## config.mk

```make
export PLATFORM = sky130hd
export DESIGN_NAME = bus_master
export DESIGN_NICKNAME = d
export VERILOG_FILES = /design/src/rtl/bus_master.sv
export SDC_FILE = /design/constraint.sdc
export NUM_CORES = 1
export LEC_CHECK = 0
export BUFFER_PORTS_ARGS = -buffer_cell sky130_fd_sc_hd__buf_2
export CORE_ASPECT_RATIO = 1.1
export CORE_MARGIN = 4
export CORE_UTILIZATION = 50
export CTS_CLUSTER_SIZE = 40
export DETAILED_ROUTE_END_ITERATION = 16
export GPL_ROUTABILITY_DRIVEN = 1
export PLACE_DENSITY = 0.76
export SLEW_MARGIN = 30
export SYNTH_ARGS = -nofsm -noshare
export SYNTH_HDL_FRONTEND = slang
export SYNTH_SLANG_ARGS = --single-unit
```

## constraint.sdc

```tcl
create_clock -name __clk -period 6.7 [get_ports __clk]
set_input_delay 1.005 -clock __clk [delete_from_list [all_inputs] [get_ports __clk]]
set_output_delay 1.005 -clock __clk [all_outputs]
set_load 0.05 [all_outputs]
```

## src/rtl/bus_master.sv

```systemverilog
// MERA-400 system-bus master sequencer: runs read/write/in/out command bursts
// over the active-low bus handshake with engaged-retry and alarm timeout.
module bus_master #(
  parameter int AW              = 16,
  parameter int DW              = 16,
  parameter int LEN_W           = 4,
  parameter int SETTLE_TICKS    = 3,
  parameter int ALARM_DLY_TICKS = 250,
  parameter int RETRY_MAX       = 3
) (
  input  logic             __clk,
  input  logic             clm_,
  input  logic             cmd_valid,
  output logic             cmd_ready,
  input  logic [1:0]       cmd_op,
  input  logic [3:0]       cmd_nb,
  input  logic [AW-1:0]    cmd_ad,
  input  logic [DW-1:0]    cmd_dt,
  input  logic [LEN_W-1:0] cmd_len,
  output logic             wr_req,
  input  logic [DW-1:0]    wr_dt,
  output logic             rd_valid,
  output logic [DW-1:0]    rd_dt,
  output logic             done,
  output logic [1:0]       status,
  output logic [LEN_W:0]   words,
  output logic             dr_,
  output logic             dw_,
  output logic             din_,
  output logic [3:0]       dnb_,
  output logic [AW-1:0]    dad_,
  output logic [DW-1:0]    ddt_,
  input  logic             rok_,
  input  logic             ren_,
  input  logic             rpe_,
  input  logic [DW-1:0]    rdt_
);

  localparam int CNT_MAX = (ALARM_DLY_TICKS > SETTLE_TICKS) ? ALARM_DLY_TICKS : SETTLE_TICKS;
  localparam int CNT_W   = $clog2(CNT_MAX + 1);
  localparam int RT_W    = $clog2(RETRY_MAX + 2);

  typedef enum logic [2:0] {
    S_IDLE, S_SETUP, S_STROBE, S_RELEASE, S_NEXT, S_DONE
  } state_t;

  typedef enum logic [1:0] {
    ST_OK    = 2'd0,
    ST_EN    = 2'd1,
    ST_PE    = 2'd2,
    ST_ALARM = 2'd3
  } status_t;

  state_t         state;
  status_t        result;
  status_t        fin_status;
  logic           fin;
  logic [1:0]     op;
  logic [AW-1:0]  ad;
  logic [LEN_W:0] total;
  logic [LEN_W:0] ok_cnt;
  logic [CNT_W-1:0] cnt;
  logic [RT_W-1:0]  retry;
  logic           load_wr;
  logic [2:0]     resp_s1;
  logic [2:0]     resp_s2;
  logic           rok_s, ren_s, rpe_s, resp_idle;

  // Slave responses are asynchronous; order in the vectors is {rpe_, ren_, rok_}.
  always_ff @(posedge __clk or negedge clm_) begin
    if (!clm_) begin
      resp_s1 <= '1;
      resp_s2 <= '1;
    end else begin
      resp_s1 <= {rpe_, ren_, rok_};
      resp_s2 <= resp_s1;
    end
  end

  assign rok_s     = resp_s2[0];
  assign ren_s     = resp_s2[1];
  assign rpe_s     = resp_s2[2];
  assign resp_idle = &resp_s2;

  // Decides when the transfer ends: an alarm straight out of STROBE, or the
  // final outcome once the slave has fully released in RELEASE.
  always_comb begin
    // NOTE: every output of this block gets a default first, so no latch is inferred.
    fin        = 1'b0;
    fin_status = ST_OK;
    if (state == S_STROBE && resp_idle && cnt == CNT_W'(ALARM_DLY_TICKS - 1)) begin
      fin        = 1'b1;
      fin_status = ST_ALARM;
    end else if (state == S_RELEASE && resp_idle) begin
      fin_status = result;
      case (result)
        ST_OK:   fin = (ok_cnt == total);
        ST_PE:   fin = 1'b1;
        default: fin = (retry == RT_W'(RETRY_MAX));
      endcase
    end
  end

  always_ff @(posedge __clk or negedge clm_) begin
    // NOTE: the asynchronous clear drives every bus line high at once, so a
    // master clear mid-transfer releases the bus without waiting for a clock.
    if (!clm_) begin
      state     <= S_IDLE;
      result    <= ST_OK;
      cmd_ready <= 1'b1;
      done      <= 1'b0;
      status    <= 2'd0;
      words     <= '0;
      rd_valid  <= 1'b0;
      rd_dt     <= '0;
      wr_req    <= 1'b0;
      dr_       <= 1'b1;
      dw_       <= 1'b1;
      din_      <= 1'b1;
      dnb_      <= '1;
      dad_      <= '1;
      ddt_      <= '1;
      op        <= 2'd0;
      ad        <= '0;
      total     <= '0;
      ok_cnt    <= '0;
      cnt       <= '0;
      retry     <= '0;
      load_wr   <= 1'b0;
    end else begin
      done     <= 1'b0;
      rd_valid <= 1'b0;
      wr_req   <= 1'b0;

      case (state)
        S_IDLE: begin
          if (cmd_valid) begin
            cmd_ready <= 1'b0;
            op        <= cmd_op;
            ad        <= cmd_ad;
            total     <= {(cmd_len == '0), cmd_len};
            ok_cnt    <= '0;
            cnt       <= '0;
            retry     <= '0;
            load_wr   <= 1'b0;
            dnb_      <= ~cmd_nb;
            dad_      <= ~cmd_ad;
            ddt_      <= cmd_op[0] ? ~cmd_dt : '1;
            state     <= S_SETUP;
          end
        end

        S_SETUP: begin
          if (load_wr) begin
            load_wr <= 1'b0;
            ddt_    <= ~wr_dt;
          end
          if (cnt == CNT_W'(SETTLE_TICKS - 1)) begin
            cnt   <= '0;
            state <= S_STROBE;
            case (op)
              2'd0:    dr_  <= 1'b0;
              2'd1:    dw_  <= 1'b0;
              default: din_ <= 1'b0;
            endcase
          end else begin
            cnt <= cnt + 1'b1;
          end
        end

        S_STROBE: begin
          if (!rpe_s) begin
            result <= ST_PE;
            state  <= S_RELEASE;
          end else if (!rok_s) begin
            result <= ST_OK;
            ok_cnt <= ok_cnt + 1'b1;
            if (!op[0]) begin
              rd_valid <= 1'b1;
              rd_dt    <= ~rdt_;
            end
            state <= S_RELEASE;
          end else if (!ren_s) begin
            result <= ST_EN;
            state  <= S_RELEASE;
          end else begin
            cnt <= cnt + 1'b1;
          end
          if (!rpe_s || !rok_s || !ren_s) begin
            dr_  <= 1'b1;
            dw_  <= 1'b1;
            din_ <= 1'b1;
          end
        end

        S_RELEASE: begin
          if (resp_idle && !fin) begin
            if (result == ST_OK) begin
              wr_req <= op[0];
              state  <= S_NEXT;
            end else begin
              retry <= retry + 1'b1;
              cnt   <= '0;
              state <= S_SETUP;
            end
          end
        end

        S_NEXT: begin
          ad      <= ad + AW'(1);
          dad_    <= ~(ad + AW'(1));
          retry   <= '0;
          cnt     <= '0;
          load_wr <= op[0];
          state   <= S_SETUP;
        end

        S_DONE: begin
          cmd_ready <= 1'b1;
          state     <= S_IDLE;
        end

        default: state <= S_IDLE;
      endcase

      // NOTE: these assignments come after the case on purpose; the last
      // non-blocking assignment to a register wins, so completion overrides
      // whatever the state branch scheduled.
      if (fin) begin
        done   <= 1'b1;
        status <= fin_status;
        words  <= ok_cnt;
        dr_    <= 1'b1;
        dw_    <= 1'b1;
        din_   <= 1'b1;
        dnb_   <= '1;
        dad_   <= '1;
        ddt_   <= '1;
        state  <= S_DONE;
      end
    end
  end

endmodule

```

==> summary.md, run 1 <==
| Metric | Value |
|---|---|
| Die ar. | 12700 um^2 |
| Rows | 39 |
| RSZ-0062 raised after global routing | false |
| Mux cell area share after synthesis | 0.0139 |
| Max incr delay on CP | 0.54 ns |
| Dominant synthesized flop cell | dfrtp_1 |
| Tightest Hold Check Type | register to register |
| CP Cell Sequence | ha_1, ha_1, nand2b_1, nor3b_2, and2_4, a211oi_4, inv_2, a211o_1 |
| Ant. Diodes | 0 |
| Largest net degree at the start of global routing | 78 |
| Later-pin clock latency in the skew report | 0.41 ns |
| Num CTS Buffers | 17 |
| Max-cap violations | 0 |
| Layout cell share with drive strength beyond 1 | 0.362 |
| Post-layout util | 0.654 |
| Height of the die | 118 um |
| Async set-reset flop share out of synthesis | 1.00 |
| Root Buffer | clkbuf_16 |
| Max Fclk | 390 MHz |
| Synth Area in XOR/XNOR | 0.0351 |
| Nets@finish | 757 |
| Crit Path Max Fanout | 18 |
| Combinational family with the most area after synthesis | compound AO/OA/AOI/OAI gates |
| Pre-CTS WS | 4.05 ns |
| # port buffers | 145 |
| Clock Tree Buf Depth | 2 |
| Gpl congestion | 0.847 |
| Post-synth cell types | 65 |
| Fin crit period | 2.56 ns |
| Post-CTS sizing | 0 |
| CTS tree | done |
| Peak supply drop | 0.336 mV |
| Post-Syn Nets | 617 |
| Synthesized flop and latch total | 117 |
| Initial DRC Count | 287 |
| Post-DP HPWL | 9280 um |
| Final Cycle Share | 0.383 |
| CP Class | register to register |
| # IOs | 146 |
| CP Capture Type | register |
| Vias in the first global route | 4636 |
| Worst Tran Pin Value | 0.858 ns |
| CP max stage cell | a211oi_4 |
| Simple-Gate Fraction of Synth Area | 0.172 |
| Max H-tree Level | 4 |
| Hold-fix buffers, CTS | 0 |
| P&R area growth vs syn | 25.6% |
| Synthesized cell area | 5490 um^2 |
| # fillers | 841 |
| Outcome | finished, final reports clean |
| Pre-antenna DRT Iters | 4 |
| DR vias | 4524 |
| All-Layer GR Usage | 0.218 |
| Most used cell, CP | ha_1 |
| Final Setup Violations | 0 |
| Wire per inst | 16.1 um |
| Leakage Power | 0.00331 uW |
| Pwr/cell area | 546 nW/um^2 |
| Slew Limit Fails | 0 |
| Setup TNS | 0 ns |
| Commonest non-fill, non-tap cell in the layout | buf_2 |
| Flop-to-flop setup slack | 4.14 ns |
| Synth Area per Inst | 10.4 um^2 |
| Post-synth EDFFs | 0 |
| Initial Util | 0.521 |
| Most frequent cells in the layout | buf_2 (144), nand2_1 (81), dfrtp_1 (71) |
| Worst EP required | 7.03 ns |
| Clock-pin slew on the worst setup and hold paths | 0.05 ns |
| Final Skew | 0.00546 ns |
| Adder-cell share of the synthesized area | 0.0159 |
| Remaining antenna violation count | 0 |
| DRC violations left | 0 |
| Post-synthesis compound-gate area fraction | 0.191 |
| Max-slew headroom | 0.428 |
| Initial antenna violation count | 0 |
| Synth warn | 0 |
| Arr. time, crit path | 2.90 ns |
| Post-Syn Instances | 530 |
| Worst path bufs/invs | 1 |
| Sequential area share after synthesis | 0.544 |
| Vias per cell | 5.48 |
| Top cell family by delay on the critical path | compound AO/OA/AOI/OAI gates |
| Worst setup margin | 4.14 ns |
| Hold WS | 0.356 ns |
| # Post-CTS Setup Buffers | 0 |
| Total global routing overflow | 0 |
| Total Wirelength | 13300 um |
| Core area | 10500 um^2 |
| Clock sink total | 117 |
| CP startpoint kind | register |
| Global-route wire length before repair | 22300 um |
| Die Wd | 108 um |
| Final Hold Vio Count | 0 |
final timing paths:
path / startpoint / to / depth (start not counted)
setup / recovery: retry[0] / ddt_[10] / 8
hold / removal: resp_s1[2] / resp_s2[2] / 0
setup reg to reg: retry[0] / ddt_[10] / 8
hold reg to reg: resp_s1[2] / resp_s2[2] / 0
max in group asynchronous: clm_ / rd_dt[2] / 2
min in group asynchronous: clm_ / ad[13] / 1
metal layers:
metal | part of all wire | vias to the layer above | global-route usage
met5 | 0 | - | 0
met4 | 0.018 | 0 | 0.0821
met3 | 0.044 | 20 | 0.0510
met2 | 0.51 | 116 | 0.363
met1 | 0.42 | 2195 | 0.274
li1 | - | 2193 | -
worst register-to-register path: cells and delay by family, from the launching register on:
kind                     cells  cell delay (ns)
buffers and inverters        1             0.29
AO/OA/AOI/OAI                2             0.84
adder cells (fa/ha/maj)      2             0.38
flip-flops                   1             0.40
AND/OR/NAND/NOR              3             0.60
where the power goes:
group	internal [uW]	switching, uW	leakage [uW]
clock network	547	329	0.000269
registers	1070	239	0.00137
logic	470	1110	0.00167
area by class of cell:
class                      count  area (um^2)  share of cell area
clock buffer                  17          425              0.0617
tap                          143          179              0.0259
clock inverter                15          155              0.0225
multi-input combinational    377         2360               0.342
sequential                   117         2990               0.433
inverter                       8         30.0             0.00435
timing repair buffer         149          762               0.110
Yosys cell counts (2+ instances only):
cell | count | area share
nand2_1 | 82 | 0.056
dfrtp_1 | 71 | 0.32
a2bb2oi_1 | 3 | 0.0048
nor2_1 | 32 | 0.022
o21a_1 | 3 | 0.0041
or2_2 | 2 | 0.0023
nor4_1 | 6 | 0.0068
nor2b_1 | 3 | 0.0034
xnor2_1 | 12 | 0.019
nor3_1 | 12 | 0.011
nor3b_2 | 2 | 0.0046
o21ai_0 | 41 | 0.037
clkbuf_1 | 18 | 0.012
mux2_2 | 5 | 0.010
and3_1 | 20 | 0.023
o21bai_1 | 2 | 0.0027
a22o_1 | 2 | 0.0032
xor2_1 | 10 | 0.016
a21o_1 | 14 | 0.019
a221o_1 | 4 | 0.0073
and2_1 | 3 | 0.0034
nand4_1 | 4 | 0.0046
a22oi_1 | 4 | 0.0055
nand3b_1 | 2 | 0.0027
o221a_2 | 2 | 0.0041
buf_2 | 8 | 0.0073
inv_1 | 7 | 0.0048
mux2i_1 | 2 | 0.0036
nand2b_1 | 3 | 0.0034
o41ai_1 | 3 | 0.0048
a211oi_1 | 16 | 0.022
o211ai_1 | 5 | 0.0068
a21oi_1 | 17 | 0.015
nand3_1 | 12 | 0.011
ha_1 | 7 | 0.016
o21ai_1 | 2 | 0.0018
a211o_1 | 16 | 0.026
dfstp_2 | 46 | 0.22
flip-flops by register name, indices dropped and copies added (netlist names), 2 cells and up:
signal	flops
resp_s2	3
state	3
ddt_	16
op	2
resp_s1	3
cnt	8
dnb_	4
rd_dt	16
total	5
dad_	16
ok_cnt	5
retry	3
words	5
ad	16
result	2
status	2
metrics by stage:
stage               std cells  total power (uW)  area, um^2
floorplan                 530              2530        5490
global placement          794              2860        6310
detailed placement        794              2910        6310
CTS                       826              3800        6890
global route              826              3990        6900
finish                    826              3770        6900
cell families after synthesis:
kind of cell / count (synthesis)
AND/OR/NAND/NOR: 193
AO/OA/AOI/OAI: 148
flip-flops: 117
buffers and inverters: 36
XOR/XNOR: 22
multiplexers: 7
adder cells (fa/ha/maj): 7
(Power assumes the default switching activity.)
==> run 2, diff against run 1 <==
clock period = 2.5 ns   (was 6.7 ns; I/O delays follow)
==> summary.md, run 2 (synthesis results as in run 1) <==
| Metric | Value |
|---|---|
| Initial DRC Count | 285 |
| Worst EP required | 2.78 ns |
| Ant. Diodes | 0 |
| DRC violations left | 0 |
| Fin crit period | 2.34 ns |
| CP Capture Type | register |
| Most Used Layer, Global Route | met2 |
| Die Wd | 108 um |
| Total Wirelength | 13800 um |
| Fin area | 7060 um^2 |
| CTS tree | done |
| Clock Tree Buf Depth | 2 |
| Global-route wire length before repair | 22700 um |
| CP max stage cell | dfrtp_1 |
| Final Hold Vio Count | 0 |
| CP Class | register to register |
| Overall power | 10400 uW |
| CP Cell Sequence | ha_1, ha_1, nand2b_1, nor3b_2, and2_4, a211oi_4, buf_4, o21ai_0 |
| Crit Path Max Fanout | 19 |
| Max H-tree Level | 4 |
| Vias per cell | 5.57 |
| Most frequent cells in the layout | buf_2 (144), nand2_1 (82), dfrtp_1 (71) |
| Max-slew headroom | 0.423 |
| Final Setup Violations | 0 |
| Outcome | finished, final reports clean |
| Num CTS Buffers | 17 |
| Remaining antenna violation count | 0 |
| Final Skew | 0.00623 ns |
| Largest net degree at the start of global routing | 54 |
| Wire per inst | 16.4 um |
| Most used cell, CP | ha_1 |
| Final Cycle Share | 0.935 |
| Post-CTS sizing | 0 |
| P&R area growth vs syn | 28.5% |
| Die ar. | 12700 um^2 |
| Pre-antenna DRT Iters | 5 |
| Clock sink total | 117 |
| Initial Util | 0.521 |
| M1 GR Usage | 0.278 |
| Arr. time, crit path | 2.62 ns |
| Slew Limit Fails | 0 |
| Max Fclk | 428 MHz |
| # port buffers | 145 |
| Leakage Power | 0.00341 uW |
| Tightest Hold Check Type | input port to register |
| Max-cap violations | 0 |
| # fillers | 867 |
| Hold WS | 0.0619 ns |
| Height of the die | 118 um |
| Hold-fix buffers, CTS | 1 |
| Peak supply drop | 0.808 mV |
| DR vias | 4685 |
| Rows | 39 |
| Core area | 10500 um^2 |
| # Post-CTS Setup Buffers | 0 |
| Initial antenna violation count | 0 |
| Total global routing overflow | 0 |
| # IOs | 146 |
| Root Buffer | clkbuf_16 |
| Grt met3 use | 0.0488 |
| Later-pin clock latency in the skew report | 0.41 ns |
| Post-DP HPWL | 10000 um |
| Setup TNS | 0 ns |
| Gpl congestion | 0.853 |
| All-Layer GR Usage | 0.223 |
| Clock-pin slew on the worst setup and hold paths | 0.06 ns |
| Nets@finish | 772 |
| Commonest non-fill, non-tap cell in the layout | buf_2 |
| Max incr delay on CP | 0.40 ns |
| M2 GR Usage | 0.374 |
| Layout cell share with drive strength beyond 1 | 0.372 |
| Vias in the first global route | 4793 |
| RSZ-0062 raised after global routing | false |
| Pwr/cell area | 1470 nW/um^2 |
| Worst Tran Pin Value | 0.865 ns |
| Post-Place Cell Area | 6430 um^2 |
| CP startpoint kind | register |
==> run 2: metal layers <==
metal,vias to the layer above,share of wire
li1,2224,-
met1,2288,0.41
met2,149,0.52
met3,24,0.047
met4,0,0.022
met5,-,0
==> run 2: layout make-up <==
type                            instances  area, um^2  area share
Sequential cell                       117        2990       0.423
Tap cell                              143         179      0.0254
Inverter                                8        30.0     0.00425
Clock buffer                           21         470      0.0667
Clock inverter                         11         149      0.0211
Timing Repair Buffer                  164         886       0.126
Multi-Input combinational cell        377        2360       0.334
==> run 2: path summary, 6_finish.rpt <==
kind	cells past startpoint	start	end	slack, ns
max	8	retry[0]	state[0]	0.16
min	1	rok_	resp_s1[0]	0.06
max reg2reg	8	retry[0]	state[0]	0.16
min reg2reg	0	resp_s1[1]	resp_s2[1]	0.36
max in group asynchronous	3	clm_	dad_[10]	1.23
min in group asynchronous	2	clm_	state[0]	0.53
==> run 2: where the power goes <==
group          leakage [uW]  internal (uW)  total [uW]  switching, uW
logic               0.00175           1350        4420           3060
registers           0.00137           2870        3480            619
clock network      0.000296           1650        2510            861
==> run 2: worst max-delay path: cells and delay by family, from the launching register on <==
family	cells	cell delay (ns)
AOI/OAI and AO/OA	2	0.49
buffers and inverters	1	0.34
and+or+nand+nor	3	0.60
DFF	1	0.40
adders and majority gates	2	0.37
==> run 2: through the flow <==
stage,util,setup WS (ns),std cells
after floorplan,-,0.282,530
after global placement,0.610,0.240,808
after detailed placement,0.610,0.149,808
after CTS,0.670,0.151,841
after global routing,0.670,0.00806,841
final,0.670,0.162,841
==> run 3, diff against run 2 <==
REMOVE_ABC_BUFFERS = 1   (was unset)
==> summary.md, run 3 (synthesis results as in run 1) <==
| Metric | Value |
|---|---|
| Max incr delay on CP | 0.43 ns |
| Final Skew | 0.0125 ns |
| Most used cell, CP | ha_1 |
| Global-route wire length before repair | 22900 um |
| Height of the die | 118 um |
| Wire per inst | 16.3 um |
| Max-slew headroom | 0.445 |
| Fin crit period | 2.40 ns |
| Most frequent cells in the layout | buf_2 (144), nand2_1 (82), dfrtp_1 (71) |
| Remaining antenna violation count | 0 |
| CP startpoint kind | register |
| Root Buffer | clkbuf_16 |
| CP Capture Type | register |
| CTS tree | done |
| Later-pin clock latency in the skew report | 0.42 ns |
| DR vias | 4710 |
| Tightest Hold Check Type | input port to register |
| Hold WS | 0.0581 ns |
| Layout cell share with drive strength beyond 1 | 0.378 |
| Max-cap violations | 0 |
| Gpl congestion | 0.833 |
| Die ar. | 12700 um^2 |
| Final Setup Violations | 0 |
| Vias per cell | 5.57 |
| Dpl cells | 810 |
| DRC violations left | 0 |
| Clock sink total | 117 |
| Rows | 39 |
| Leakage Power | 0.00343 uW |
| Total global routing overflow | 0 |
| CP max stage cell | a221o_1 |
| Worst Tran Pin Value | 0.833 ns |
| Pre-antenna DRT Iters | 6 |
| Clock-pin slew on the worst setup and hold paths | 0.06 ns |
| Die Wd | 108 um |
| Initial antenna violation count | 0 |
| Peak supply drop | 0.990 mV |
| Post-DP HPWL | 9650 um |
| Core area | 10500 um^2 |
| Worst setup margin | 0.101 ns |
| # port buffers | 145 |
| Pwr/cell area | 1480 nW/um^2 |
| Clock Tree Buf Depth | 2 |
| Arr. time, crit path | 2.69 ns |
| Pre-CTS WS | 0.125 ns |
| Total Wirelength | 13800 um |
| Commonest non-fill, non-tap cell in the layout | buf_2 |
| Outcome | finished, final reports clean |
| Max H-tree Level | 4 |
| Max Fclk | 417 MHz |
| Nets@finish | 775 |
| Num CTS Buffers | 17 |
| Initial DRC Count | 315 |
| Cell count of the worst reg-to-reg path | 7 |
| Slew Limit Fails | 0 |
| Worst Hold Path Cells | 1 |
| Overall power | 10500 uW |
| P&R area growth vs syn | 29.2% |
| Final Hold Vio Count | 0 |
| Vias in the first global route | 4833 |
| # IOs | 146 |
| Largest net degree at the start of global routing | 45 |
| CP Cell Sequence | ha_1, ha_1, nand2b_1, a21o_1, a221o_1, nand2b_2, o41ai_1 |
| Setup TNS | 0 ns |
| Multi-input gate area | 2360 um^2 |
| CP Class | register to register |
| All-Layer GR Usage | 0.223 |
| Sequential cell area | 2990 um^2 |
| Crit Path Max Fanout | 10 |
| Worst EP required | 2.79 ns |
| Final Cycle Share | 0.960 |
| RSZ-0062 raised after global routing | false |
| Final Non-Filler Cells | 845 |
| # fillers | 832 |
| Initial Util | 0.521 |
## run 3: cell types whose count changed in the layout (fill, tap and decap cells not counted)
cell        before  now
buf_4           18   21
inv_6            1    3
bufinv_16        3    4
clkbuf_1         1    0
nand2b_1         3    2
diode_2          0    1
clkbuf_8         3    0
clkinvlp_4       3    4
nand2b_2         0    1
## run 3: layer usage
| layer | global-route usage | vias up | share of wire | wire length, um |
|---|---|---|---|---|
| met5 | 0 | - | 0 | 0 |
| met4 | 0.0837 | 0 | 0.017 | 232 |
| met3 | 0.0532 | 24 | 0.068 | 938 |
| met2 | 0.374 | 189 | 0.50 | 6820 |
| met1 | 0.277 | 2265 | 0.42 | 5760 |
| li1 | - | 2232 | - | - |
## run 3: cell type report
cell class                 instances  area share
antenna                            1    0.000353
clock buffer                      17      0.0600
clock inverter                    15      0.0287
inverter                           8     0.00423
multi-input combinational        377       0.333
sequential                       117       0.421
tap                              143      0.0252
timing repair buffer             167       0.128
## run 3: what timing repair did
item / in CTS / in global routing
hold buffers: 1 / 0
endpoints found under the setup margin: 0 / 19
resized for setup: 0 / 1
setup buffers: 0 / 1
endpoints found under the hold margin: 26 / 0
## run 3: through the flow
stage	cell area, um^2	util
after floorplan	5370	-
after global placement	6440	0.611
after detailed placement	6440	0.611
after CTS	7080	0.672
after global routing	7090	0.673
final	7100	0.673
## run 3: worst paths after layout
path	startpoint	to	slack, ns
setup / recovery	retry[0]	cnt[7]	0.10
hold / removal	rpe_	resp_s1[2]	0.06
setup reg to reg	retry[0]	cnt[7]	0.10
hold reg to reg	resp_s1[1]	resp_s2[1]	0.36
max in group asynchronous	clm_	dad_[3]	1.25
min in group asynchronous	clm_	state[2]	0.50
## run 3: worst max-delay path, delay by kind of cell (launching register included)
family,cells,cell delay (ns)
AO/OA/AOI/OAI,3,1.00
AND/OR/NAND/NOR,2,0.48
flip-flops,1,0.40
adder cells (fa/ha/maj),2,0.39
## run 3: report_power, final
part           switching (uW)  internal [uW]
combinational            3080           1350
clock                     904           1670
sequential                602           2860
